### src/rtl/alu_pkg.sv
// Shared opcode constants, FSM state type and helpers for the ALU request sequencer.
package alu_pkg;

  localparam logic [4:0] OP_AND  = 5'd0;
  localparam logic [4:0] OP_OR   = 5'd1;
  localparam logic [4:0] OP_NOT  = 5'd2;
  localparam logic [4:0] OP_MUL  = 5'd3;
  localparam logic [4:0] OP_DIV  = 5'd4;
  localparam logic [4:0] OP_SHR  = 5'd5;
  localparam logic [4:0] OP_SHL  = 5'd6;
  localparam logic [4:0] OP_LAST = 5'd6;

  typedef enum logic [1:0] {
    StIdle,
    StExec,
    StDone
  } state_e;

  function automatic logic is_muldiv(input logic [4:0] op);
    return (op == OP_MUL) || (op == OP_DIV);
  endfunction

endpackage

### src/rtl/alu_op_sequencer.sv
// Holds ALU inputs for an opcode-dependent number of cycles and returns a tagged response.
// Optional macro ALU_DIVZERO_TRAP_EN: DIV by zero reports an error instead of all-ones data.
module alu_op_sequencer
  import alu_pkg::*;
#(
  parameter int unsigned DATA_W        = 32,
  parameter int unsigned TAG_W         = 4,
  parameter int unsigned SIMPLE_CYCLES = 1,
  parameter int unsigned MULDIV_CYCLES = 4
) (
  input  logic              clk_i,
  input  logic              rst_i,
  input  logic              req_valid_i,
  output logic              req_ready_o,
  input  logic [4:0]        req_op_i,
  input  logic [DATA_W-1:0] req_a_i,
  input  logic [DATA_W-1:0] req_b_i,
  input  logic [TAG_W-1:0]  req_tag_i,
  output logic [DATA_W-1:0] alu_a_o,
  output logic [DATA_W-1:0] alu_b_o,
  output logic [4:0]        alu_ctrl_o,
  input  logic [DATA_W-1:0] alu_y_i,
  output logic              rsp_valid_o,
  input  logic              rsp_ready_i,
  output logic [DATA_W-1:0] rsp_data_o,
  output logic [TAG_W-1:0]  rsp_tag_o,
  output logic              rsp_err_o
);

  localparam int unsigned MaxCycles = (SIMPLE_CYCLES > MULDIV_CYCLES) ? SIMPLE_CYCLES
                                                                      : MULDIV_CYCLES;
  localparam int unsigned CntW = (MaxCycles > 1) ? $clog2(MaxCycles) : 1;

  state_e            state_q, state_d;
  logic [CntW-1:0]   cnt_q, cnt_d;
  logic [DATA_W-1:0] alu_a_q, alu_a_d;
  logic [DATA_W-1:0] alu_b_q, alu_b_d;
  logic [4:0]        alu_ctrl_q, alu_ctrl_d;
  logic [TAG_W-1:0]  tag_q, tag_d;
  logic              rsp_valid_q, rsp_valid_d;
  logic [DATA_W-1:0] rsp_data_q, rsp_data_d;
  logic              rsp_err_q, rsp_err_d;

  always_comb begin
    state_d     = state_q;
    cnt_d       = cnt_q;
    alu_a_d     = alu_a_q;
    alu_b_d     = alu_b_q;
    alu_ctrl_d  = alu_ctrl_q;
    tag_d       = tag_q;
    rsp_valid_d = rsp_valid_q;
    rsp_data_d  = rsp_data_q;
    rsp_err_d   = rsp_err_q;

    unique case (state_q)
      StIdle: begin
        if (req_valid_i) begin
          tag_d = req_tag_i;
          if (req_op_i > OP_LAST) begin
            // Illegal opcodes bypass the ALU so it is never driven with them.
            rsp_valid_d = 1'b1;
            rsp_err_d   = 1'b1;
            rsp_data_d  = '0;
            state_d     = StDone;
          end else if ((req_op_i == OP_DIV) && (req_b_i == '0)) begin
            rsp_valid_d = 1'b1;
`ifdef ALU_DIVZERO_TRAP_EN
            rsp_err_d   = 1'b1;
            rsp_data_d  = '0;
`else
            rsp_err_d   = 1'b0;
            rsp_data_d  = '1;
`endif
            state_d     = StDone;
          end else begin
            alu_a_d    = req_a_i;
            alu_b_d    = req_b_i;
            alu_ctrl_d = req_op_i;
            cnt_d      = is_muldiv(req_op_i) ? CntW'(MULDIV_CYCLES - 1)
                                             : CntW'(SIMPLE_CYCLES - 1);
            state_d    = StExec;
          end
        end
      end
      StExec: begin
        if (cnt_q != '0) begin
          cnt_d = cnt_q - CntW'(1);
        end else begin
          rsp_valid_d = 1'b1;
          rsp_data_d  = alu_y_i;
          rsp_err_d   = 1'b0;
          state_d     = StDone;
        end
      end
      StDone: begin
        if (rsp_ready_i) begin
          rsp_valid_d = 1'b0;
          state_d     = StIdle;
        end
      end
      default: state_d = StIdle;
    endcase
  end

  always_ff @(posedge clk_i) begin
    if (rst_i) begin
      state_q     <= StIdle;
      cnt_q       <= '0;
      alu_a_q     <= '0;
      alu_b_q     <= '0;
      alu_ctrl_q  <= '0;
      tag_q       <= '0;
      rsp_valid_q <= 1'b0;
      rsp_data_q  <= '0;
      rsp_err_q   <= 1'b0;
    end else begin
      state_q     <= state_d;
      cnt_q       <= cnt_d;
      alu_a_q     <= alu_a_d;
      alu_b_q     <= alu_b_d;
      alu_ctrl_q  <= alu_ctrl_d;
      tag_q       <= tag_d;
      rsp_valid_q <= rsp_valid_d;
      rsp_data_q  <= rsp_data_d;
      rsp_err_q   <= rsp_err_d;
    end
  end

  // No same-cycle bypass: ready only once the FSM is back in idle.
  assign req_ready_o = (state_q == StIdle);
  assign alu_a_o     = alu_a_q;
  assign alu_b_o     = alu_b_q;
  assign alu_ctrl_o  = alu_ctrl_q;
  assign rsp_valid_o = rsp_valid_q;
  assign rsp_data_o  = rsp_data_q;
  assign rsp_tag_o   = tag_q;
  assign rsp_err_o   = rsp_err_q;

endmodule

### config.mk
export PLATFORM = sky130hd
export DESIGN_NAME = alu_op_sequencer
export DESIGN_NICKNAME = d
export VERILOG_FILES = /design/src/rtl/alu_pkg.sv /design/src/rtl/alu_op_sequencer.sv
export SDC_FILE = /design/constraint.sdc
export NUM_CORES = 1
export LEC_CHECK = 0
export ABC_CLOCK_PERIOD_IN_PS = 2900
export CORE_MARGIN = 1
export CORE_UTILIZATION = 40
export CTS_CLUSTER_DIAMETER = 120
export CTS_CLUSTER_SIZE = 14
export DETAILED_ROUTE_END_ITERATION = 7
export PLACE_DENSITY = 0.81
export SYNTH_ARGS = -nofsm -noshare
export SYNTH_HDL_FRONTEND = slang
export SYNTH_SLANG_ARGS = --single-unit
### constraint.sdc
create_clock -name clk_i -period 2.9 [get_ports clk_i]
set_clock_uncertainty 0.1 [all_clocks]
set_input_delay 0.58 -clock clk_i [delete_from_list [all_inputs] [get_ports clk_i]]
set_output_delay 0.58 -clock clk_i [all_outputs]
set_load 0.02 [all_outputs]
==> flow_summary.yaml, run 1 <==
clock_tree:
  ctsHoldBuffers: 0
  cts_buffer_depth: 2
  clock_latency_ps: 370
  cts-root-buf: "clkbuf_8"
  cts_tree: "built"
  cts.sinks: 111
  post_cts_resized: 0
  clkTransAtPathRegs_ps: 100
  post-cts-setup-buffers: 0
  numCtsBuffers: 9
  cts_max_level: 3
synthesis:
  synth_area_um2: 4230
  seq_area_frac_synth: 0.525
  ys_warn_count: 0
  syn_avg_cell_area_um2: 8.16
  synth.distinct_cells: 35
  synth_cells: 518
  synthesis.nets: 628
  synth_seq_cells: 111
finish:
  fillCellCount: 869
  layout_common_cells: "clkdlybuf4s50_1 (215), nand2_1 (146), dfxtp_1 (111)"
  nets: 831
  area_growth_pct: 60.2
  drive_above_1_share: 0.0551
  layout_commonest_cell: "clkdlybuf4s50_1"
  num_antenna_cells: 0
  instances_no_fill: 862
  design_area_um2: 6780
sta:
  finalSetupViolations: 0
  tightest_slew_ps: 500
  holdWs_ps: 358
  drv_slew: 0
  period_minus_slack_ps: 2510
  finalHoldViolCount: 0
  maxSlewHeadroom: 0.667
  fmax_ghz: 0.399
  rsz0062_at_grt: "false"
  final.setup.tns_ps: 0
  fin_crit_sh: 0.865
global_route:
  grt_pass1_wl_um: 20200
  grtUsageTotal: 0.227
  overflow: 0
  antenna_found_initial: 0
  grt_pass1_vias: 4200
  grt_max_degree: 53
routing:
  detail_route.vias_per_cell: 5.04
  drt_iter0_markers: 217
  drc: 0
  postRouteAntennaNets: 0
  dr.pass1.iters: 5
  drt_wl_total_um: 12600
  wl_per_cell_um: 14.6
  dr_total_vias: 4343
worst_setup_path:
  cp_top_family: "buffers and inverters"
  crit_path_cell_trace: "clkdlybuf4s50_1 > nor4_1 > nand4_1 > o311ai_4 > buf_4 > nand2_1 > a21oi_1"
  worstSetupPathType: "in2reg"
  cp.depth: 7
  path_max_fanout: 28
  arrival_ps: 2710
  cp_slowest_cell: "o311ai_4"
  crit_required_ps: 3100
  ff2ff_path_depth: 6
  critPathBufInv: 2
  cp-end-kind: "flop"
  start_kind: "input port"
  cp_slowest_stage_delay_ps: 450
floorplan:
  start_util: 0.411
  floorplan.rows: 37
  dieWidth_um: 105
  die_y_um: 105
  dieArea_um2: 11000
  core-area_um2: 10300
  io_pins: 217
place:
  hpwl_um: 9320
  portBuffers: 216
  dpl-instance-area_um2: 6530
  gp_congestion: 0.874
  numPlacedInstances: 846
power:
  power_density_nw_per_um2: 506
  total_power_mw: 3.43
  leakagePower_nw: 2.35
  peakVddDrop_mv: 0.293
worst_hold_path:
  hold_path_class: "reg2reg"
  holdPathStages: 2
job:
  drv_cap: 0
status:
  outcome: "finished clean"
## synth_stat cells (all sizes together)
library cell	count	area, um^2
mux2i	4	40.0
o22ai	2	12.5
o311ai	1	26.3
nand2b	4	25.0
and2	2	12.5
or2	1	6.26
o31ai	2	33.8
a21oi	106	531
a211oi	32	240
and3b	1	8.76
nor3	2	10.0
dfxtp	111	2220
o311a	1	10.0
inv	35	131
buf	19	110
clkbuf	21	78.8
o31a	1	8.76
nor4	7	43.8
o21ai	2	10.0
a31oi	1	6.26
or4	1	7.51
nor2b	2	12.5
a311oi	1	8.76
nor2	4	15.0
nor4b	1	8.76
ha	1	12.5
a221oi	1	8.76
nand4	2	12.5
nand3	1	5.00
nor3b	3	22.5
nand2	146	548
## metrics by stage
stage | utilization | worst slack [ps]
final | 0.659 | 393
after global routing | 0.659 | 167
after CTS | 0.659 | 391
after detailed placement | 0.636 | -4.99
after global placement | 0.636 | 39.8
after floorplan | - | 662
## area by class of cell
class,count,area (um^2),area share
clock buffer,9,124,0.0183
sequential,111,2220,0.328
inverter,35,131,0.0194
clock inverter,7,120,0.0177
timing repair buffer,232,2300,0.340
tap,136,170,0.0251
multi-input combinational,332,1700,0.251
## final timing paths
path / start / to / slack, ps
worst max-delay path: req_b_i[10] / alu_a_o[1] / 390
worst min-delay path: rsp_tag_o[3] / rsp_tag_o[3] / 360
worst max register to register: state_q[1] / alu_b_o[27] / 870
worst min register to register: rsp_tag_o[3] / rsp_tag_o[3] / 360
## cell families (layout without fill, tap and decap cells)
kind of cell               count (synthesis)  after routing  synth area share
buffers and inverters                     75            283            0.0757
adders and majority gates                  1              1           0.00296
and+or+nand+nor                          177            177             0.175
AOI/OAI and AO/OA                        150            150             0.212
muxes                                      4              4           0.00947
DFF                                      111            111             0.525
## worst min-delay path: stages (launching register included)
cell	delay [ps]
dfxtp_1	320
nand2_1	50
a21oi_1	50
## state kept, by name, indices dropped and copies added, names as in the netlist
| name | count |
|---|---|
| rsp_data_o | 32 |
| rsp_valid_o | 1 |
| state_q | 2 |
| alu_ctrl_o | 5 |
| cnt_q | 2 |
| alu_b_o | 32 |
| alu_a_o | 32 |
| rsp_tag_o | 4 |
| rsp_err_o | 1 |
## layer usage
layer	track usage	part of all wire
met5	0	0
met4	0.0614	0.015
met3	0.0643	0.073
met2	0.401	0.49
met1	0.269	0.42
## where the power goes
part,switching [mW],internal (mW),leakage (nW)
clock network,0.519,0.577,0.120
registers,0.0460,1.61,0.905
logic,0.331,0.350,1.33
Power figures use the tool's default switching activity.
==> inputs of run 2 (changes only) <==
Settings changed: CTS_CLUSTER_DIAMETER 120 to unset.
==> results of run 2 <==
No change in the layout: final DEF, timing and power equal those of run 1.
==> inputs of run 3 (changes only) <==
Settings changed: CORE_MARGIN 1 to unset.
==> results of run 3 <==
No change in the layout: final DEF, timing and power equal those of run 1.
